--- config.mk ---
export PLATFORM = sky130hd
export DESIGN_NAME = strassen_seq
export DESIGN_NICKNAME = d
export VERILOG_FILES = /design/src/rtl/strassen_pkg.sv /design/src/rtl/strassen_uop_rom.sv /design/src/rtl/strassen_seq.sv
export SDC_FILE = /design/constraint.sdc
export NUM_CORES = 2
export LEC_CHECK = 0
export CAP_MARGIN = 20
export CORE_MARGIN = 2
export CORE_UTILIZATION = 29
export DETAILED_ROUTE_END_ITERATION = 16
export PLACE_DENSITY = 0.52
export SYNTH_ARGS = -nofsm -noshare
export SYNTH_HDL_FRONTEND = slang
export SYNTH_SLANG_ARGS = --single-unit
--- constraint.sdc ---
create_clock -name clk -period 31.9 [get_ports clk]
set_input_delay 4.785 -clock clk [delete_from_list [all_inputs] [get_ports clk]]
set_output_delay 4.785 -clock clk [all_outputs]
set_load 0.005 [all_outputs]
--- src/rtl/strassen_pkg.sv ---
// Shared definitions for the Strassen 2x2 micro-sequencer.
// Covers opcodes, scratch register map, FSM states and the micro-op format.
package strassen_pkg;

    localparam int unsigned NUM_UOPS  = 25;
    localparam int unsigned NUM_REGS  = 24;
    localparam int unsigned REG_IDX_W = 5;
    localparam int unsigned UOP_OP_W  = 3;

    typedef logic [REG_IDX_W-1:0] reg_idx_t;
    typedef logic [UOP_OP_W-1:0]  uop_op_t;

    localparam uop_op_t OP_ADD = 3'd0;
    localparam uop_op_t OP_SUB = 3'd1;
    localparam uop_op_t OP_MUL = 3'd2;

    localparam reg_idx_t R_A11 = 5'd0;
    localparam reg_idx_t R_A12 = 5'd1;
    localparam reg_idx_t R_A21 = 5'd2;
    localparam reg_idx_t R_A22 = 5'd3;
    localparam reg_idx_t R_B11 = 5'd4;
    localparam reg_idx_t R_B12 = 5'd5;
    localparam reg_idx_t R_B21 = 5'd6;
    localparam reg_idx_t R_B22 = 5'd7;
    localparam reg_idx_t R_T0  = 5'd8;
    localparam reg_idx_t R_T1  = 5'd9;
    localparam reg_idx_t R_T2  = 5'd10;
    localparam reg_idx_t R_T3  = 5'd11;
    localparam reg_idx_t R_T4  = 5'd12;
    localparam reg_idx_t R_T5  = 5'd13;
    localparam reg_idx_t R_T6  = 5'd14;
    localparam reg_idx_t R_T7  = 5'd15;
    localparam reg_idx_t R_T8  = 5'd16;
    localparam reg_idx_t R_T9  = 5'd17;
    localparam reg_idx_t R_M1  = 5'd18;
    localparam reg_idx_t R_M2  = 5'd19;
    localparam reg_idx_t R_M3  = 5'd20;
    localparam reg_idx_t R_M4  = 5'd21;
    localparam reg_idx_t R_M5  = 5'd22;
    localparam reg_idx_t R_M6  = 5'd23;
    // M7 and the C outputs overwrite temporaries that are dead by then.
    localparam reg_idx_t R_M7  = R_T0;
    localparam reg_idx_t R_C11 = R_T1;
    localparam reg_idx_t R_C12 = R_T2;
    localparam reg_idx_t R_C21 = R_T3;
    localparam reg_idx_t R_C22 = R_T4;

    typedef enum logic [1:0] {
        IDLE,
        RUN,
        DONE
    } state_t;

    typedef struct packed {
        reg_idx_t src_a;
        reg_idx_t src_b;
        reg_idx_t dst;
        uop_op_t  op;
    } uop_t;

    function automatic uop_t mk_uop(reg_idx_t src_a, reg_idx_t src_b, reg_idx_t dst, uop_op_t op);
        uop_t u;
        u.src_a = src_a;
        u.src_b = src_b;
        u.dst   = dst;
        u.op    = op;
        return u;
    endfunction

endpackage

--- src/rtl/strassen_uop_rom.sv ---
// Combinational step -> micro-op table for the 25-step Strassen schedule.
import strassen_pkg::*;

module strassen_uop_rom (
    input  logic [REG_IDX_W-1:0] step,
    output uop_t                 uop
);

    always_comb begin
        uop = '0;
        case (step)
            5'd0:  uop = mk_uop(R_A11, R_A22, R_T0,  OP_ADD);
            5'd1:  uop = mk_uop(R_B11, R_B22, R_T1,  OP_ADD);
            5'd2:  uop = mk_uop(R_A21, R_A22, R_T2,  OP_ADD);
            5'd3:  uop = mk_uop(R_B12, R_B22, R_T3,  OP_SUB);
            5'd4:  uop = mk_uop(R_B21, R_B11, R_T4,  OP_SUB);
            5'd5:  uop = mk_uop(R_A11, R_A12, R_T5,  OP_ADD);
            5'd6:  uop = mk_uop(R_A21, R_A11, R_T6,  OP_SUB);
            5'd7:  uop = mk_uop(R_B11, R_B12, R_T7,  OP_ADD);
            5'd8:  uop = mk_uop(R_A12, R_A22, R_T8,  OP_SUB);
            5'd9:  uop = mk_uop(R_B21, R_B22, R_T9,  OP_ADD);
            5'd10: uop = mk_uop(R_T0,  R_T1,  R_M1,  OP_MUL);
            5'd11: uop = mk_uop(R_T2,  R_B11, R_M2,  OP_MUL);
            5'd12: uop = mk_uop(R_A11, R_T3,  R_M3,  OP_MUL);
            5'd13: uop = mk_uop(R_A22, R_T4,  R_M4,  OP_MUL);
            5'd14: uop = mk_uop(R_T5,  R_B22, R_M5,  OP_MUL);
            5'd15: uop = mk_uop(R_T6,  R_T7,  R_M6,  OP_MUL);
            5'd16: uop = mk_uop(R_T8,  R_T9,  R_M7,  OP_MUL);
            5'd17: uop = mk_uop(R_M1,  R_M4,  R_C11, OP_ADD);
            5'd18: uop = mk_uop(R_C11, R_M5,  R_C11, OP_SUB);
            5'd19: uop = mk_uop(R_C11, R_M7,  R_C11, OP_ADD);
            5'd20: uop = mk_uop(R_M3,  R_M5,  R_C12, OP_ADD);
            5'd21: uop = mk_uop(R_M2,  R_M4,  R_C21, OP_ADD);
            5'd22: uop = mk_uop(R_M1,  R_M2,  R_C22, OP_SUB);
            5'd23: uop = mk_uop(R_C22, R_M3,  R_C22, OP_ADD);
            5'd24: uop = mk_uop(R_C22, R_M6,  R_C22, OP_ADD);
            default: uop = '0;
        endcase
    end

endmodule

--- src/rtl/strassen_seq.sv ---
// Sequencer issuing one external ALU op per cycle to form a 2x2 Strassen product.
import strassen_pkg::*;

module strassen_seq #(
    parameter int unsigned DATA_W = 32,
    parameter int unsigned OP_W   = 3
) (
    input  logic                clk,
    input  logic                reset,
    input  logic                in_valid,
    output logic                in_ready,
    input  logic [4*DATA_W-1:0] in_a,
    input  logic [4*DATA_W-1:0] in_b,
    output logic [DATA_W-1:0]   alu_a,
    output logic [DATA_W-1:0]   alu_b,
    output logic [OP_W-1:0]     alu_op,
    input  logic [DATA_W-1:0]   alu_result,
    output logic                out_valid,
    input  logic                out_ready,
    output logic [4*DATA_W-1:0] out_c,
    output logic                busy
);

    state_t                state_q, state_d;
    logic [REG_IDX_W-1:0]  step_q, step_d;
    logic [DATA_W-1:0]     regs_q [NUM_REGS];
    logic [DATA_W-1:0]     regs_d [NUM_REGS];
    uop_t                  uop;

    strassen_uop_rom u_rom (
        .step (step_q),
        .uop  (uop)
    );

    always_comb begin
        state_d = state_q;
        step_d  = step_q;
        regs_d  = regs_q;
        alu_a   = '0;
        alu_b   = '0;
        alu_op  = '0;
        case (state_q)
            IDLE: begin
                if (in_valid) begin
                    for (int unsigned i = 0; i < 4; i++) begin
                        regs_d[REG_IDX_W'(i)]     = in_a[i*DATA_W +: DATA_W];
                        regs_d[REG_IDX_W'(i + 4)] = in_b[i*DATA_W +: DATA_W];
                    end
                    step_d  = '0;
                    state_d = RUN;
                end
            end
            RUN: begin
                alu_a            = regs_q[uop.src_a];
                alu_b            = regs_q[uop.src_b];
                alu_op           = OP_W'(uop.op);
                regs_d[uop.dst]  = alu_result;
                step_d           = step_q + 5'd1;
                if (step_q == REG_IDX_W'(NUM_UOPS - 1)) begin
                    state_d = DONE;
                end
            end
            DONE: begin
                if (out_ready) begin
                    state_d = IDLE;
                end
            end
            default: state_d = IDLE;
        endcase
    end

    always_ff @(posedge clk or posedge reset) begin
        if (reset) begin
            state_q <= IDLE;
            step_q  <= '0;
            for (int unsigned i = 0; i < NUM_REGS; i++) begin
                regs_q[i] <= '0;
            end
        end else begin
            state_q <= state_d;
            step_q  <= step_d;
            regs_q  <= regs_d;
        end
    end

    assign in_ready  = (state_q == IDLE);
    assign busy      = (state_q != IDLE);
    assign out_valid = (state_q == DONE);
    assign out_c     = (state_q == DONE)
                     ? {regs_q[R_C22], regs_q[R_C21], regs_q[R_C12], regs_q[R_C11]}
                     : '0;

endmodule

==> flow_metrics.tcl <==
set metrics [dict create \
    run_status "finished clean" \
    antenna_found_initial 21 \
    max-slew-margin-rel 0.185 \
    gp_congestion 0.941 \
    grt_max_degree 189 \
    ff_latch_area_sq_um 19400 \
    overflow 0 \
    io_pins 490 \
    fin_cells 7245 \
    final.period_utilization 0.390 \
    final_net_count 5446 \
    synth_edf_count 0 \
    synth.net_count 5169 \
    path_max_fanout 72 \
    synth-seq-area-share 0.443 \
    htree_num_levels 3 \
    die_y_microns 392 \
    multi_input_area_sq_um 22900 \
    fmax_mhz 80.4 \
    cts_sinks 775 \
    r2r_cells 6 \
    die-area_sq_um 154000 \
    setup_viol 0 \
    post-place-cells 7066 \
    start_kind "flop" \
    wl_per_cell_microns 27.6 \
    clockRootBuffer "clkbuf_16" \
    drive_gt1_frac 0.190 \
    first_iter_violations 4450 \
    fin_ws_ns 19.46 \
    async_flop_share 1.00 \
    synth_area_per_cell_sq_um 8.99 \
    worstPathRequired_ns 27.12 \
    clk_pin_slew_worst_paths_ns 0.06 \
    initial_utilization 0.292 \
    cts_buffers 92 \
    yosys_warnings 0 \
    firstDrtPassIters 6 \
    dp_hpwl_microns 138000 \
    hold_violations 0 \
    period_minus_slack_ns 12.44 \
    drc 0 \
    slew_viol_final 0 \
    core-area_sq_um 150000 \
    worstMarginPinSlew_ns 1.22 \
    ant_nets 0 \
    cts_resized 0 \
    cts_setup_buffers 0 \
    hold_class "reg -> reg" \
    area_growth_syn_to_layout_pct 23.1 \
    viasPerCell 5.46 \
    syn_area_sq_um 43700 \
    synth-seq-cells 775 \
    postRouteWirelength_microns 200000 \
    synthCells 4868 \
    hold-path-cell-count 2 \
    clock_latency_ns 0.73 \
    fillerInstances 15232 \
    tritoncts "done" \
    die_w_microns 392 \
    rsz0062_at_grt "no" \
    skew_ns 0.0224 \
    grt_busiest_layer "met1" \
    cts_buffer_depth 3 \
    rows 142 \
    port_buffers 488 \
    grt_pass1_wl_microns 281000 \
    ys.flop_type "dfrtp_1" \
    final_cell_mix "1475 x nand2_1, 775 x dfrtp_1, 652 x mux2_2" \
    use_met1 0.368 \
    yosysUniqueCellTypes 58 \
    max_cap_viol_count 0 \
    cp_data_arrival_time_ns 7.66 \
    vias 39543 \
    crit_path_end_kind "primary output" \
    layout_commonest_cell "nand2_1" \
    grtUsageMet3 0.0634 \
    finalSetupTns_ns 0 \
    gr-usage-met2 0.359 \
    grt_pass1_vias 37126 \
    critPathKind "reg -> out" \
    place_ws_ns 20.29 \
    grt_usage 0.252 \
    cts_hold_buf 0 \
]
-- cell type report --
| class | instances | area share |
|---|---|---|
| tap | 2016 | 0.0468 |
| timing repair buffer | 600 | 0.108 |
| multi-input combinational | 3667 | 0.426 |
| sequential | 775 | 0.360 |
| inverter | 9 | 0.000767 |
| antenna | 6 | 0.000279 |
| clock inverter | 41 | 0.0102 |
| clock buffer | 131 | 0.0484 |
-- synthesized netlist by cell type, types with 32 or more instances --
cell type	instances	share of area
a2111oi_0	32	0.0064
dfrtp_1	775	0.44
nand4_1	85	0.012
nand2_1	1479	0.13
mux2i_1	168	0.038
a21oi_1	158	0.018
clkbuf_1	253	0.022
buf_1	44	0.0038
buf_2	107	0.012
nand3_1	404	0.046
a31oi_1	59	0.0084
and2_1	132	0.019
nor2_1	48	0.0041
nor3_1	78	0.0089
o21ai_0	181	0.021
mux2_2	652	0.17
a32oi_1	57	0.011
-- per-layer routing --
metal,share of wire,routed length (microns)
met3,0.097,19400
met5,0.00046,92
met1,0.46,91200
met4,0.030,6070
met2,0.42,82900
-- registers in the layout, indices dropped and copies added (netlist names) --
signal and flops:
regs_q 768, state_q 2, step_q 5
-- logic make-up after synthesis --
kind of cell               after synthesis  share of synthesized area
other                                    1                  0.0000857
muxes                                  821                      0.207
AOI/OAI and AO/OA                      568                     0.0824
adders and majority gates                9                    0.00257
and+or+nand+nor                       2268                      0.224
DFF                                    775                      0.443
buffers and inverters                  426                     0.0407
-- final timing paths --
path | start | slack [ns] | to
max reg2reg | state_q[0] | 28.10 | regs_q[421]
min reg2reg | regs_q[729] | 0.52 | regs_q[729]
max in group asynchronous | reset | 24.21 | regs_q[594]
min in group asynchronous | reset | 4.62 | regs_q[471]
max | step_q[0] | 19.46 | alu_a[12]
min | regs_q[729] | 0.52 | regs_q[729]
-- through the flow --
step / area, sq um / utilization / hold WS, ns
2_1_floorplan: 43700 / - / 0.471
3_5_place_dp: 50700 / 0.338 / 0.500
5_1_grt: 53800 / 0.360 / 0.534
3_3_place_gp: 50600 / 0.338 / 0.496
6_report: 53900 / 0.360 / 0.517
4_1_cts: 53800 / 0.359 / 0.516
-- critical path, cell delays in order, from the launching register on --
cell and delay, ns:
dfrtp_1 0.75, inv_1 0.38, ha_1 0.50, mux2i_1 0.17, o22a_1 0.23, and2_4 0.36, buf_4 0.76, buf_4 0.75
buf_4 0.79, mux2i_1 0.19, a221oi_2 0.30, nand4_1 0.11, a211oi_1 0.84, clkdlybuf4s50_1 0.66
Power is left out: the tool's default activity adds up to more than one toggle a clock period on the data nets, which glitch-free logic cannot reach.
